[src/rtl/repeat_stream_pkg.sv]
// repeat_stream_pkg: shared stream-primitive token constants, helpers and FSM states
package repeat_stream_pkg;
  localparam int TOKEN_W = 17;
  localparam int CTRL_BIT = 16;
  localparam logic [15:0] DONE_PAYLOAD = 16'h0100;
  localparam logic [TOKEN_W-1:0] DONE_TOK = {1'b1, DONE_PAYLOAD};
  typedef enum logic [1:0] {START, REPEAT, ADVANCE, DONE} state_t;
  function automatic logic is_done(input logic [TOKEN_W-1:0] t);
    return t[CTRL_BIT] && t[CTRL_BIT-1:0] == DONE_PAYLOAD;
  endfunction
  function automatic logic is_stop(input logic [TOKEN_W-1:0] t);
    return t[CTRL_BIT] && t[CTRL_BIT-1:0] < DONE_PAYLOAD;
  endfunction
  function automatic logic [15:0] stop_level(input logic [TOKEN_W-1:0] t);
    return t[CTRL_BIT] ? t[CTRL_BIT-1:0] : 16'h0;
  endfunction
endpackage

[src/rtl/repeat_stream_fifo.sv]
// reg_fifo: register FIFO that honours a simultaneous push and pop while full
// Ports: clk, rst (async high), en (update enable), push/din, pop/dout, full, empty
module reg_fifo #(
  parameter int W = 17,
  parameter int DEPTH = 2
) (
  input  logic         clk,
  input  logic         rst,
  input  logic         en,
  input  logic         push,
  input  logic         pop,
  input  logic [W-1:0] din,
  output logic [W-1:0] dout,
  output logic         full,
  output logic         empty
);
  localparam int AW = DEPTH > 1 ? $clog2(DEPTH) : 1;
  logic [W-1:0] mem [DEPTH];
  logic [AW-1:0] rd, wr;
  logic [AW:0] cnt;
  logic do_push, do_pop;
  assign do_pop = en & pop & ~empty;
  assign do_push = en & push & (~full | do_pop);
  assign full = cnt == (AW+1)'(DEPTH);
  assign empty = cnt == '0;
  assign dout = mem[rd];
  function automatic logic [AW-1:0] inc(input logic [AW-1:0] p);
    return p == AW'(DEPTH - 1) ? '0 : p + AW'(1);
  endfunction
  always_ff @(posedge clk or posedge rst)
    if (rst) begin
      rd <= '0;
      wr <= '0;
      cnt <= '0;
      for (int i = 0; i < DEPTH; i++) mem[i] <= '0;
    end else begin
      if (do_push) mem[wr] <= din;
      if (do_push) wr <= inc(wr);
      if (do_pop) rd <= inc(rd);
      cnt <= cnt + (AW+1)'(do_push) - (AW+1)'(do_pop);
    end
endmodule

[src/rtl/repeat_stream.sv]
// repeat_stream: emits each proc reference once per repsig repeat token, turning repsig stops into output stops
// Ports: clk, rst (async high), clk_en, tile_en, proc/repsig input streams, ref output stream,
// err_out sticky mismatch flag (present only when REPEAT_STREAM_ERR_EN is defined)
module repeat_stream
  import repeat_stream_pkg::*;
#(
  parameter int DATA_W = TOKEN_W,
  parameter int FIFO_DEPTH = 2
) (
  input  logic              clk,
  input  logic              rst,
  input  logic              clk_en,
  input  logic              tile_en,
  input  logic [DATA_W-1:0] proc_data_in,
  input  logic              proc_data_in_valid,
  output logic              proc_data_in_ready,
  input  logic [DATA_W-1:0] repsig_data_in,
  input  logic              repsig_data_in_valid,
  output logic              repsig_data_in_ready,
  output logic [DATA_W-1:0] ref_data_out,
  output logic              ref_data_out_valid,
  input  logic              ref_data_out_ready
`ifdef REPEAT_STREAM_ERR_EN
  ,
  output logic              err_out
`endif
);
  logic [DATA_W-1:0] p_tok, r_tok, o_din;
  logic p_full, p_empty, r_full, r_empty, o_full, o_empty;
  logic p_pop, r_pop, o_push;
  logic p_v, r_v, both, go, fin, p_d, p_s, r_d;
  state_t state, state_n, cur;
  assign proc_data_in_ready = tile_en & ~p_full;
  assign repsig_data_in_ready = tile_en & ~r_full;
  assign ref_data_out_valid = tile_en & ~o_empty;
  reg_fifo #(.W(DATA_W), .DEPTH(FIFO_DEPTH)) u_proc (
    .clk, .rst, .en(clk_en), .push(proc_data_in_valid & proc_data_in_ready), .pop(p_pop),
    .din(proc_data_in), .dout(p_tok), .full(p_full), .empty(p_empty)
  );
  reg_fifo #(.W(DATA_W), .DEPTH(FIFO_DEPTH)) u_repsig (
    .clk, .rst, .en(clk_en), .push(repsig_data_in_valid & repsig_data_in_ready), .pop(r_pop),
    .din(repsig_data_in), .dout(r_tok), .full(r_full), .empty(r_empty)
  );
  reg_fifo #(.W(DATA_W), .DEPTH(FIFO_DEPTH)) u_out (
    .clk, .rst, .en(clk_en), .push(o_push), .pop(ref_data_out_valid & ref_data_out_ready),
    .din(o_din), .dout(ref_data_out), .full(o_full), .empty(o_empty)
  );
  assign p_v = tile_en & ~p_empty;
  assign r_v = tile_en & ~r_empty;
  assign both = p_v & r_v;
  assign go = both & ~o_full;
  assign p_d = is_done(p_tok);
  assign p_s = is_stop(p_tok);
  assign r_d = is_done(r_tok);
  assign fin = go & p_d & r_d;
  // A data head seen in START is acted on as REPEAT in the same cycle, keeping input-to-output latency at two cycles
  assign cur = (state == START && both && !p_tok[CTRL_BIT]) ? REPEAT : state;
  always_ff @(posedge clk or posedge rst)
    if (rst) state <= START;
    else if (clk_en) state <= state_n;
  always_comb begin
    state_n = state;
    case (cur)
      START:   state_n = (both & p_d) ? DONE : START;
      REPEAT:  state_n = (go & r_tok[CTRL_BIT]) ? ADVANCE : REPEAT;
      ADVANCE: state_n = (p_v & ~p_s) ? (p_d ? DONE : REPEAT) : ADVANCE;
      DONE:    state_n = fin ? START : DONE;
      default: state_n = START;
    endcase
  end
  always_comb begin
    p_pop = 1'b0;
    r_pop = 1'b0;
    o_push = 1'b0;
    o_din = p_tok;
    case (cur)
      START:   p_pop = both & p_s;
      REPEAT: begin
        o_push = go & ~r_d;
        o_din = r_tok[CTRL_BIT] ? r_tok : p_tok;
        r_pop = go & ~r_d;
        p_pop = go & r_tok[CTRL_BIT];
      end
      ADVANCE: p_pop = p_v & p_s;
      DONE: begin
        o_push = fin;
        o_din = DONE_TOK;
        r_pop = (r_v & ~r_d) | fin;
        p_pop = (p_v & ~p_d) | fin;
      end
      default: ;
    endcase
  end
`ifdef REPEAT_STREAM_ERR_EN
  logic err_set;
  assign err_set = (cur == REPEAT && go && r_d) || (cur == DONE && ((r_v && !r_d) || (p_v && !p_d)));
  always_ff @(posedge clk or posedge rst)
    if (rst) err_out <= 1'b0;
    else if (clk_en && err_set) err_out <= 1'b1;
`endif
endmodule

[config.mk]
export PLATFORM = sky130hd
export DESIGN_NAME = repeat_stream
export DESIGN_NICKNAME = d
export VERILOG_FILES = /design/src/rtl/repeat_stream_pkg.sv /design/src/rtl/repeat_stream_fifo.sv /design/src/rtl/repeat_stream.sv
export SDC_FILE = /design/constraint.sdc
export NUM_CORES = 1
export LEC_CHECK = 0
export CAP_MARGIN = 15
export CORE_MARGIN = 2
export CORE_UTILIZATION = 62
export DETAILED_ROUTE_END_ITERATION = 16
export PLACE_DENSITY_LB_ADDON = 0.25
export SKIP_CTS_REPAIR_TIMING = 1
export SLEW_MARGIN = 40
export SYNTH_ARGS = -nofsm -noshare
export SYNTH_HDL_FRONTEND = slang
export SYNTH_HIERARCHICAL = 1
export SYNTH_SLANG_ARGS = --single-unit
[constraint.sdc]
create_clock -name clk -period 8.1 [get_ports clk]
set_clock_uncertainty 0.1 [all_clocks]
set_input_delay 1.62 -clock clk [delete_from_list [all_inputs] [get_ports clk]]
set_output_delay 1.62 -clock clk [all_outputs]
set_load 0.03 [all_outputs]
==> qor.yml <==
setup_violations: 0
grt_pass1_wl_um: 21300
die_width_um: 103
wl_um: 13400
syn_nets: 519
syn-instance-count: 475
port_buffers: 60
cts-buffers-inserted: 17
synth_flop_cell: "dfrtp_1"
place.gp.congestion: 0.894
rows: 36
ff2ff_setup_slack_ps: 3880
clk_path_buf_depth: 2
cts.sinks: 116
fin_ws_ps: 3260
firstDrtPassIters: 5
final_util: 0.768
clk_latency_ps: 520
netlist.area_leader.share: 0.477
htree_levels: 4
grt_util_all_layers: 0.271
area_growth_syn_to_layout_pct: 21.7
async_flop_share: 1.00
drive_above_1_share: 0.397
p_total_uw: 3120
max-cap-violations: 0
power_density_mw_per_mm2: 421
viasPerCell: 5.91
startpoint_type: "input pin"
dp_hpwl_um: 9140
crit_arrival_ps: 3120
finalNetCount: 585
placed_area_mm2: 0.00675
worstSetupEndpointType: "output pin"
drcViolationCount: 0
fillers: 621
syn_area_mm2: 0.00608
ys_seq_elements: 116
core_mm2: 0.00964
p_leak_uw: 0.00318
synth_cell_type_count: 49
yosysWarnings: 6
dieHeight_um: 103
max_clock_freq_mhz: 207
synthTopCellsByCount: "mux2_2, dfrtp_1, nand2_1, o21ai_0"
clk_pin_slew_ps: 60
slew_headroom: 0.439
synth_area_leader_cell: "dfrtp_1"
status: "complete, no violations"
num_antenna_cells: 0
rsz0062_at_grt: "false"
drt_iter0_drc: 215
synth_edf_count: 0
required_ps: 6380
antenna_found_initial: 0
synth_area_leaders: "dfrtp_1, mux2_2, nor3b_4, nand2_1, a31oi_1"
dieArea_mm2: 0.0106
tightest_slew_ps: 841
cts_tree: "built"
fin_crit_sh: 0.597
slew_viol_final: 0
min_period_ps: 4840
peakVddDrop_uv: 221
ys_seq_area_frac: 0.477
avgSynthCellArea_um2: 12.8
postRouteAntennaNets: 0
yosysMostFrequentCell: "mux2_2"
wl_per_cell_um: 19.6
cts-root-buf: "clkbuf_8"
initial_core_util: 0.631
tns_ps: 0
crit_fanout: 4
stdcell_area_mm2: 0.00741
min_path_type: "reg2reg"
critPathKind: "in2out"
num_io_pins: 61
dpl_worst_slack_ps: 2920
overflow: 0
final-hold-violation-count: 0
grt_pass1_vias: 4183
grt_max_degree: 39
num_vias: 4058
==> registers in the layout, summed over array words and instances (netlist names), 2 cells and up <==
register,count
state,2
u_out/cnt,2
u_out/mem,34
u_proc/cnt,2
u_proc/mem,34
u_repsig/cnt,2
u_repsig/mem,34
==> cells by family (layout without fill, tap and decap cells) <==
| kind of cell | count (synthesis) | count (layout) | synth area share |
|---|---|---|---|
| buf+inv | 30 | 109 | 0.0294 |
| xor+xnor | 6 | 6 | 0.00864 |
| simple gates | 105 | 105 | 0.128 |
| flops | 116 | 116 | 0.477 |
| compound gates | 59 | 59 | 0.0625 |
| fa+ha+maj | 3 | 3 | 0.00617 |
| mux | 156 | 156 | 0.288 |
==> placed cells by master, fill, tap and decap left out, drive strengths merged, types with 9 or more instances in the layout <==
master and count:
o21ai 23, nor2b 15, nand3b 9, nand2 27
inv 12, nor2 10, a31oi 15, clkbuf 20
mux2 153, dfrtp 116, clkdlybuf4s50 60
==> through the flow <==
stage               std cells  hold WS, ps
floorplan                 475          375
global placement          649          384
detailed placement        652          390
CTS                       684          405
global route              687          416
finish                    687          403
==> critical path, cell delays in order <==
cell and delay, ps:
clkdlybuf4s50_1 510, inv_1 110, nor2_1 160, clkdlybuf4s50_1 700
==> where the power goes <==
part	switching [uW]	internal (uW)	leakage (uW)
Sequential	227	831	0.00145
Clock	278	489	0.000288
Combinational	653	639	0.00144
==> layer usage <==
| layer | global-route usage | part of all wire |
|---|---|---|
| met1 | 0.336 | 0.41 |
| met2 | 0.463 | 0.52 |
| met3 | 0.0705 | 0.052 |
| met4 | 0.0941 | 0.018 |
| met5 | 0 | 0 |
==> worst paths after layout <==
kind | depth (start not counted) | endpoint | start
worst max register to register | 10 | u_out/mem[0] | u_repsig/rd
max in group asynchronous | 3 | u_out/mem[0] | rst
worst max-delay path | 4 | proc_data_in_ready | tile_en
worst min register to register | 1 | u_out/mem[5] | u_out/mem[5]
min in group asynchronous | 2 | state[0] | rst
worst min-delay path | 1 | u_out/mem[5] | u_out/mem[5]
==> layout make-up <==
cell class,instances,area [um^2],area share
clock inverter,13,173,0.0233
timing repair buffer,69,682,0.0921
clock buffer,19,442,0.0596
multi-input combinational,329,3010,0.406
inverter,8,30.0,0.00405
sequential,116,2900,0.392
tap,133,166,0.0225
No activity file was read; power rests on OpenSTA's default activity.
